### src/rtl/uart_echo_tester.sv
// uart_echo_tester: stop-and-wait UART echo checker, with the uart block it drives.
// Sends seed+i, expects each byte back unchanged, counts mismatches and timeouts.
module uart_fifo #(parameter int W = 8, parameter int A = 2) (
  input  logic         clk,
  input  logic         reset,
  input  logic         rd,
  input  logic         wr,
  input  logic [W-1:0] w_data,
  output logic         empty,
  output logic         full,
  output logic [W-1:0] r_data
);
  logic [W-1:0] mem [2**A];
  logic [A:0] wp, rp;
  assign empty = wp == rp;
  assign full = wp == {~rp[A], rp[A-1:0]};
  assign r_data = mem[rp[A-1:0]];
  always_ff @(posedge clk) if (wr && !full) mem[wp[A-1:0]] <= w_data;
  always_ff @(posedge clk, posedge reset)
    if (reset) begin
      wp <= '0;
      rp <= '0;
    end else begin
      if (wr && !full) wp <= wp + (A+1)'(1);
      if (rd && !empty) rp <= rp + (A+1)'(1);
    end
endmodule

module uart_rx (
  input  logic       clk,
  input  logic       reset,
  input  logic       rx,
  input  logic       tick,
  output logic       done,
  output logic [7:0] data
);
  typedef enum logic [1:0] {R_IDLE, R_START, R_DATA, R_STOP} rx_state_t;
  rx_state_t st;
  logic [3:0] s;
  logic [2:0] n;
  logic [1:0] sync;
  always_ff @(posedge clk, posedge reset)
    if (reset) begin
      st <= R_IDLE;
      s <= '0;
      n <= '0;
      data <= '0;
      done <= 1'b0;
      sync <= 2'b11;
    end else begin
      sync <= {sync[0], rx};
      done <= 1'b0;
      case (st)
        R_IDLE: if (!sync[1]) begin st <= R_START; s <= '0; end
        R_START: if (tick) begin
          if (s == 4'd7) begin st <= R_DATA; s <= '0; n <= '0; end
          else s <= s + 4'd1;
        end
        R_DATA: if (tick) begin
          if (s == 4'd15) begin
            s <= '0;
            data <= {sync[1], data[7:1]};
            if (n == 3'd7) st <= R_STOP;
            else n <= n + 3'd1;
          end else s <= s + 4'd1;
        end
        R_STOP: if (tick) begin
          if (s == 4'd15) begin st <= R_IDLE; done <= 1'b1; end
          else s <= s + 4'd1;
        end
      endcase
    end
endmodule

module uart_tx (
  input  logic       clk,
  input  logic       reset,
  input  logic       start,
  input  logic       tick,
  input  logic [7:0] din,
  output logic       take,
  output logic       tx
);
  typedef enum logic [1:0] {T_IDLE, T_START, T_DATA, T_STOP} tx_state_t;
  tx_state_t st;
  logic [3:0] s;
  logic [2:0] n;
  logic [7:0] b;
  assign take = start && st == T_IDLE;
  always_ff @(posedge clk, posedge reset)
    if (reset) begin
      st <= T_IDLE;
      s <= '0;
      n <= '0;
      b <= '0;
      tx <= 1'b1;
    end else
      case (st)
        T_IDLE: if (start) begin st <= T_START; s <= '0; b <= din; tx <= 1'b0; end
        T_START: if (tick) begin
          if (s == 4'd15) begin st <= T_DATA; s <= '0; n <= '0; tx <= b[0]; end
          else s <= s + 4'd1;
        end
        T_DATA: if (tick) begin
          if (s == 4'd15) begin
            s <= '0;
            b <= b >> 1;
            tx <= n == 3'd7 ? 1'b1 : b[1];
            if (n == 3'd7) st <= T_STOP;
            else n <= n + 3'd1;
          end else s <= s + 4'd1;
        end
        T_STOP: if (tick) begin
          if (s == 4'd15) st <= T_IDLE;
          else s <= s + 4'd1;
        end
      endcase
endmodule

module uart #(parameter int ADDR_WIDTH = 2) (
  input  logic        clk,
  input  logic        reset,
  input  logic        rd_uart,
  input  logic        wr_uart,
  input  logic        rx,
  input  logic [7:0]  w_data,
  input  logic [10:0] dvsr,
  output logic        tx_full,
  output logic        rx_empty,
  output logic        tx,
  output logic [7:0]  r_data
);
  logic [10:0] bc;
  logic tick, rx_done, rx_full, tx_empty, tx_take;
  logic [7:0] rx_byte, tx_byte;
  assign tick = bc == dvsr;
  always_ff @(posedge clk, posedge reset)
    if (reset) bc <= '0;
    else bc <= tick ? '0 : bc + 11'd1;
  uart_rx u_rx (.clk, .reset, .rx, .tick, .done(rx_done), .data(rx_byte));
  // An overrun drops the incoming byte rather than corrupting queued ones.
  uart_fifo #(.W(8), .A(ADDR_WIDTH)) u_rx_fifo (.clk, .reset, .rd(rd_uart), .wr(rx_done && !rx_full),
    .w_data(rx_byte), .empty(rx_empty), .full(rx_full), .r_data);
  uart_fifo #(.W(8), .A(ADDR_WIDTH)) u_tx_fifo (.clk, .reset, .rd(tx_take), .wr(wr_uart),
    .w_data, .empty(tx_empty), .full(tx_full), .r_data(tx_byte));
  uart_tx u_tx (.clk, .reset, .start(!tx_empty), .tick, .din(tx_byte), .take(tx_take), .tx);
endmodule

module uart_echo_tester #(
  parameter int NUM_BYTES = 16,
  parameter int TIMEOUT_CYCLES = 250000,
  parameter int DVSR = 651
) (
  input  logic       clk,
  input  logic       reset,
  input  logic       start,
  input  logic [7:0] seed,
  input  logic       rx,
  output logic       tx,
  output logic       busy,
  output logic       done,
  output logic       pass,
  output logic [7:0] err_count,
  output logic [7:0] last_sent,
  output logic [7:0] last_recv
);
  localparam int TW = $clog2(TIMEOUT_CYCLES + 1);
  typedef enum logic [2:0] {IDLE, FLUSH, SEND, WAIT, CHECK, NEXT, DONE} state_t;
  state_t state;
  logic [7:0] seed_r, index, w_data, r_data, err_inc;
  logic [TW-1:0] timer;
  logic rd_uart, wr_uart, rx_empty, tx_full;
  assign err_inc = err_count + {7'd0, err_count != 8'hFF};
  assign pass = done && err_count == 8'd0;
  uart #(.ADDR_WIDTH(2)) u_uart (.clk, .reset, .rd_uart, .wr_uart, .rx, .w_data,
    .dvsr(11'(DVSR)), .tx_full, .rx_empty, .tx, .r_data);
  always_ff @(posedge clk, posedge reset)
    if (reset) begin
      state <= IDLE;
      seed_r <= '0;
      index <= '0;
      w_data <= '0;
      timer <= '0;
      rd_uart <= 1'b0;
      wr_uart <= 1'b0;
      busy <= 1'b0;
      done <= 1'b0;
      err_count <= '0;
      last_sent <= '0;
      last_recv <= '0;
    end else begin
      rd_uart <= 1'b0;
      wr_uart <= 1'b0;
      case (state)
        IDLE: if (start) begin
          seed_r <= seed;
          err_count <= '0;
          done <= 1'b0;
          index <= '0;
          busy <= 1'b1;
          state <= FLUSH;
        end
        // Let a pending pop land before looking at rx_empty again.
        FLUSH: if (!rd_uart) begin
          if (!rx_empty) rd_uart <= 1'b1;
          else state <= SEND;
        end
        SEND: if (!tx_full) begin
          w_data <= seed_r + index;
          last_sent <= seed_r + index;
          wr_uart <= 1'b1;
          timer <= '0;
          state <= WAIT;
        end
        WAIT: begin
          timer <= timer + TW'(1);
          if (timer == TW'(TIMEOUT_CYCLES - 1)) begin err_count <= err_inc; state <= NEXT; end
          else if (!rx_empty) state <= CHECK;
        end
        CHECK: begin
          last_recv <= r_data;
          rd_uart <= 1'b1;
          if (r_data != last_sent) err_count <= err_inc;
          state <= NEXT;
        end
        NEXT: if (index == 8'(NUM_BYTES - 1)) state <= DONE;
        else begin
          index <= index + 8'd1;
          state <= FLUSH;
        end
        DONE: begin
          busy <= 1'b0;
          done <= 1'b1;
          state <= IDLE;
        end
        default: state <= IDLE;
      endcase
    end
endmodule

### config.mk
export PLATFORM = sky130hd
export DESIGN_NAME = uart_echo_tester
export DESIGN_NICKNAME = d
export VERILOG_FILES = /design/src/rtl/uart_echo_tester.sv
export SDC_FILE = /design/constraint.sdc
export NUM_CORES = 1
export LEC_CHECK = 0
export ABC_AREA = 1
export CAP_MARGIN = 15
export CORE_MARGIN = 3
export CORE_UTILIZATION = 35
export DETAILED_ROUTE_END_ITERATION = 8
export SLEW_MARGIN = 15
export SYNTH_ARGS = -nofsm -noshare
export SYNTH_HDL_FRONTEND = slang
export SYNTH_HIERARCHICAL = 1
export SYNTH_SLANG_ARGS = --single-unit
export TNS_END_PERCENT = 20
### constraint.sdc
create_clock -name clk -period 2.1 [get_ports clk]
set_input_delay 0.315 -clock clk [delete_from_list [all_inputs] [get_ports clk]]
set_output_delay 0.315 -clock clk [all_outputs]
set_load 0.03 [all_outputs]
# Word-level counts from Yosys, hierarchy flattened
# Memory sizes are Yosys's and may differ from the RTL's.
# Index checks and enable logic that the tools add are counted.
[totals]
ram_bits = 64
out_inout_bits = 28
elab_cells = 228
in_bits = 12
mem_count = 2
regBits = 126
[memory_table]
columns = ["name", "words", "width", "read_ports", "rd_ports_with_merged_regs", "write_ports", "line_no", "rtl"]
rows = [
  ["u_uart.u_rx_fifo.mem", 4, 8, 1, 0, 1, "13", "logic [W-1:0] mem [2**A];"],
  ["u_uart.u_tx_fifo.mem", 4, 8, 1, 0, 1, "13", ""],
]
[classes]
n_bitwise = 3
eq_ne = 55
reduce_logical = 40
n_mux = 88
add_sub_neg = 13
[ops]
columns = ["cell", "count"]
rows = [
  ["8-bit 2-to-1 mux", 7],
  ["3-bit 2-to-1 mux", 17],
  ["4-bit 2-to-1 mux", 12],
  ["2-bit inequality test, second input constant", 21],
  ["18-bit case mux with 2 select lines", 1],
  ["2-bit 2-to-1 mux", 16],
  ["8-bit case mux with 2 select lines", 2],
  ["8-bit case mux with 3 select lines", 1],
  ["1-bit 2-to-1 mux", 19],
  ["18-bit by 1-bit adder with 18-bit output, second input constant", 1],
  ["3-bit by 1-bit adder with 3-bit output, second input constant", 6],
  ["18-bit equality test, second input constant", 1],
  ["18-bit 2-to-1 mux", 1],
  ["3-bit case mux with 6 select lines", 1],
  ["6-bit AND reduction", 3],
  ["2-bit case mux with 4 select lines", 2],
  ["4-bit case mux with 4 select lines", 1],
  ["8-bit AND reduction", 2],
  ["3-bit equality test, second input constant", 5],
  ["2-bit by 1-bit inequality test with 1-bit output, second input constant", 7],
  ["3-bit equality test", 4],
  ["3-bit case mux with 2 select lines", 2],
  ["4-bit case mux with 3 select lines", 1],
  ["4-bit AND reduction", 3],
  ["31 further kinds", 63],
]

# Logic depth before layout (Yosys ltp)
[depth]
ltp_word = 7
depth_mapped = 15
mapped_depth_nobuf = 14

# Cells and area by module
# The synthesis kept the hierarchy.
[modules_own_cells]
columns = ["mod", "instances", "area_per_inst_um2", "seq_area_each_um2", "cells_each"]
rows = [
  ["uart_echo_tester", 1, 3813.7, 1626.6, 519],
  ["uart_fifo", 2, 1645.3, 1111.1, 141],
  ["uart_tx", 1, 1148.6, 451.7, 138],
  ["uart_rx", 1, 1067.3, 503.0, 128],
  ["uart", 1, 755.7, 275.3, 107],
]

# Worst setup path after synthesis
# No wires, ideal clock.
[synth_timing]
kind = "reg-to-output"
from = "register err_count[7]"
to = "output port pass"
path_slack_ns = 0.134
t_arrival_ns = 1.651
stages_incl_launch_ff = 4
cell_sequence = "dfrtp_1 > inv_1 > nand2_1 > nor4_1"
[synth_via]
elab_chain_len = 2
[synth_rtl]
columns = ["item", "line_no", "rtl"]
rows = [
  ["start: declaration", "163", "output logic [7:0] err_count,"],
  ["start signal: assignment", "223", "if (r_data != last_sent) err_count <= err_inc;"],
  ["8-bit zero test", "174", "assign pass = done && err_count == 8'd0;"],
  ["1-bit logical AND", "174", ""],
  ["end: declaration", "162", "output logic pass,"],
]
# No other way between the ends.

==> flow_metrics.py <==
metrics = {
    "outcome": {
        "outcome": "finished, final reports clean",
    },
    "pwr": {
        "p_leak_nw": 5.427,
        "total_power_mw": 7.486,
        "peakVddDrop_mv": 0.6013,
        "powerDensity_mw_per_mm2": 635.7,
    },
    "yosys": {
        "synth_compound_area_share_pct": 8.717,
        "synthAdderAreaFrac_pct": 5.042,
        "synth_top_family_by_area": "simple AND/OR/NAND/NOR gates",
        "synth_seq_cells": 190,
        "synthSimpleGateAreaFrac_pct": 25.74,
        "synth_edf_count": 64,
        "syn_area_per_cell_sq_um": 8.583,
        "muxShareOfSynthArea_pct": 0.5961,
        "synthXorXnorAreaFrac_pct": 1.912,
        "synth_flop_cell": "dfrtp_1",
        "yosysWarnings": 6,
        "postSynthCellCount": 1174,
        "yosysSeqAreaShare_pct": 50.40,
        "ys_async_sr_fraction_pct": 66.32,
        "synth_area_sq_mm": 0.01008,
        "yosysUniqueCellTypes": 45,
    },
    "worst_setup_path": {
        "rr_endpoint": "err_count[3]",
        "start_kind": "register",
        "worst-path-max-fanout": 7,
        "r2r_slack_ns": 0.11,
        "worstReg2RegStart": "u_uart/u_rx_fifo/rp[0]",
        "criticalPathCategory": "reg -> out",
        "path_delay_family": "buffers and inverters",
        "slowest_delay_ns": 0.75,
        "cp.required_ns": 1.78,
        "reg2regPathDepth": 14,
        "path_cells": "clkdlybuf4s50_1",
        "cp_slowest_cell": "clkdlybuf4s50_1",
        "crit_buf_inv": 1,
        "cp.arrival_ns": 1.74,
        "setup.worst_path.end_class": "output port",
    },
    "clocking": {
        "root_buffer": "clkbuf_16",
        "cts_tree": "done",
        "cts_hold_buf": 0,
        "h-tree-depth": 4,
        "worstSkewPairLatency_ns": 0.43,
        "clk_pin_slew_worst_paths_ns": 0.07,
        "clock_path_buffers": 2,
        "numCtsBuffers": 17,
        "cts_sinks": 190,
    },
    "floorplanning": {
        "coreArea_sq_mm": 0.02809,
        "rows": 61,
        "ioPinCount": 40,
        "dieArea_sq_mm": 0.03086,
        "die_h_microns": 175.7,
        "initial_core_util_pct": 35.87,
        "chipWidth_microns": 175.7,
    },
    "grt": {
        "first_global_vias": 7331,
        "antenna_found_initial": 0,
        "overflow": 0,
        "grt_pass1_wl_microns": 36400,
        "grt_max_degree": 66,
        "grtUsageTotal_pct": 14.40,
    },
    "routing": {
        "drc": 0,
        "drt-pass1-iter-count": 5,
        "vias": 7759,
        "ant_nets": 0,
        "via_per_inst": 4.680,
        "wirelength_microns": 21340,
        "wl_per_cell_microns": 12.87,
        "drtIter0Drc": 406,
    },
    "timing": {
        "final_max_slew_viol_count": 0,
        "finalHoldViolCount": 0,
        "timing.fmax_ghz": 0.4859,
        "fin_crit_sh_pct": 98.00,
        "setup_violations": 0,
        "setup_tns_ns": 0,
        "finalClockSkew_ns": 0.008695,
        "rsz0062_at_grt": "true",
        "fin_crit_ns": 2.058,
        "hold_ws_ns": 0.2857,
    },
    "cells_and_area": {
        "layout_common_cells": "nand2_1 (308), inv_1 (147), dfrtp_1 (123)",
        "mostFrequentLayoutCell": "nand2_1",
        "antenna_cells": 0,
        "area_growth_pct": 16.89,
        "layout-drive-gt1-share_pct": 11.48,
        "num-nets-final": 1319,
    },
    "placement": {
        "place.gp.congestion": 0.8464,
        "numPortBuffers": 39,
        "dp_hpwl_microns": 15480,
    },
    "hold_path": {
        "min_path_type": "in -> reg",
        "holdCritStartpoint": "rx",
        "holdPathEnd": "u_uart/u_rx/sync[0]",
        "min_path_cells": 1,
    },
    "flow_run": {
        "cap_violations": 0,
    },
}
## logic make-up after synthesis
family,after synthesis
adder cells (fa/ha/maj),40
flip-flops,190
multiplexers,6
AO/OA/AOI/OAI,157
buffers and inverters,178
AND/OR/NAND/NOR,579
XOR/XNOR,22
other,2
## synth_stat cells, types with 7 or more instances
master    instances  area, sq um
nand2_1         308         1156
inv_1           149        559.3
dfrtp_1         123         3078
nor2_1          108        405.4
nand3_1          78        390.4
o21ai_0          77        385.4
edfxtp_1         64         1922
ha_1             39        488.0
a21oi_1          33        165.2
nand2_2          22        137.6
nand4_1          21        131.4
o22ai_1          20        125.1
nor3_1           11        55.05
xnor2_1          11        96.34
xor2_1           11        96.34
o21ai_2          10        87.58
inv_2             8        30.03
buf_6             7        78.83
nand3_2           7        70.07
## area by class of cell
| type | instances | area (sq um) |
|---|---|---|
| clock inverter | 14 | 132.6 |
| multi-input combinational | 822 | 4338 |
| timing repair buffer | 76 | 703.2 |
| clock buffer | 18 | 439.2 |
| tap | 378 | 473.0 |
| inverter | 160 | 613.1 |
| sequential | 190 | 5079 |
| fill | 2827 | 16310 |
## layer usage
metal	part of all wire (%)	track usage [%]
met5	0	0
met4	1.6	4.157
met3	2.7	2.681
met2	45	22.69
met1	50	20.31
## state kept, by name, indices dropped and copies added (netlist names), 4 cells and up
name / count
u_uart/u_rx_fifo/mem: 32
u_uart/u_tx_fifo/mem: 32
timer: 18
u_uart/bc: 11
err_count: 8
index: 8
last_recv: 8
seed_r: 8
u_uart/u_rx/data: 8
u_uart/u_tx/b: 8
w_data: 8
u_uart/u_rx/s: 4
u_uart/u_tx/s: 4
## stage by stage
step / std cells / cell area [sq um] / utilization (%) / setup slack (ns)
floorplan: 1189 / 10130 / - / 0.1341
CTS: 1655 / 11720 / 41.72 / 0.03085
global route: 1658 / 11780 / 41.93 / -0.01136
detailed placement: 1623 / 11150 / 39.70 / 0.1212
finish: 1658 / 11780 / 41.93 / 0.04210
global placement: 1623 / 11150 / 39.70 / 0.1631
## power breakdown
part           internal [mW]  switching [mW]  total [mW]
logic                  0.165           0.227       0.393
registers               3.87          0.0554        3.93
clock network           1.69            1.47        3.16
## how the worst max path moves through the flow
| stage | startpoint | end | cells past startpoint |
|---|---|---|---|
| finish | w_data[6] | last_sent[6] | 1 |
| floorplan | err_count[7] | pass | 3 |
| CTS | w_data[6] | last_sent[6] | 1 |
| global placement | u_uart/u_rx_fifo/rp[1] | err_count[7] | 13 |
| global route | u_uart/u_rx_fifo/rp[0] | err_count[5] | 14 |
| detailed placement | u_uart/u_rx_fifo/rp[1] | err_count[4] | 13 |
## what timing repair did
action	in CTS	in global routing
hold endpoints to repair	0	0
resized for setup	2	9
setup endpoints to repair	2	16
setup buffers	0	2
pin swaps	0	5
cloned	0	1
No activity file was read; power rests on OpenSTA's default activity.
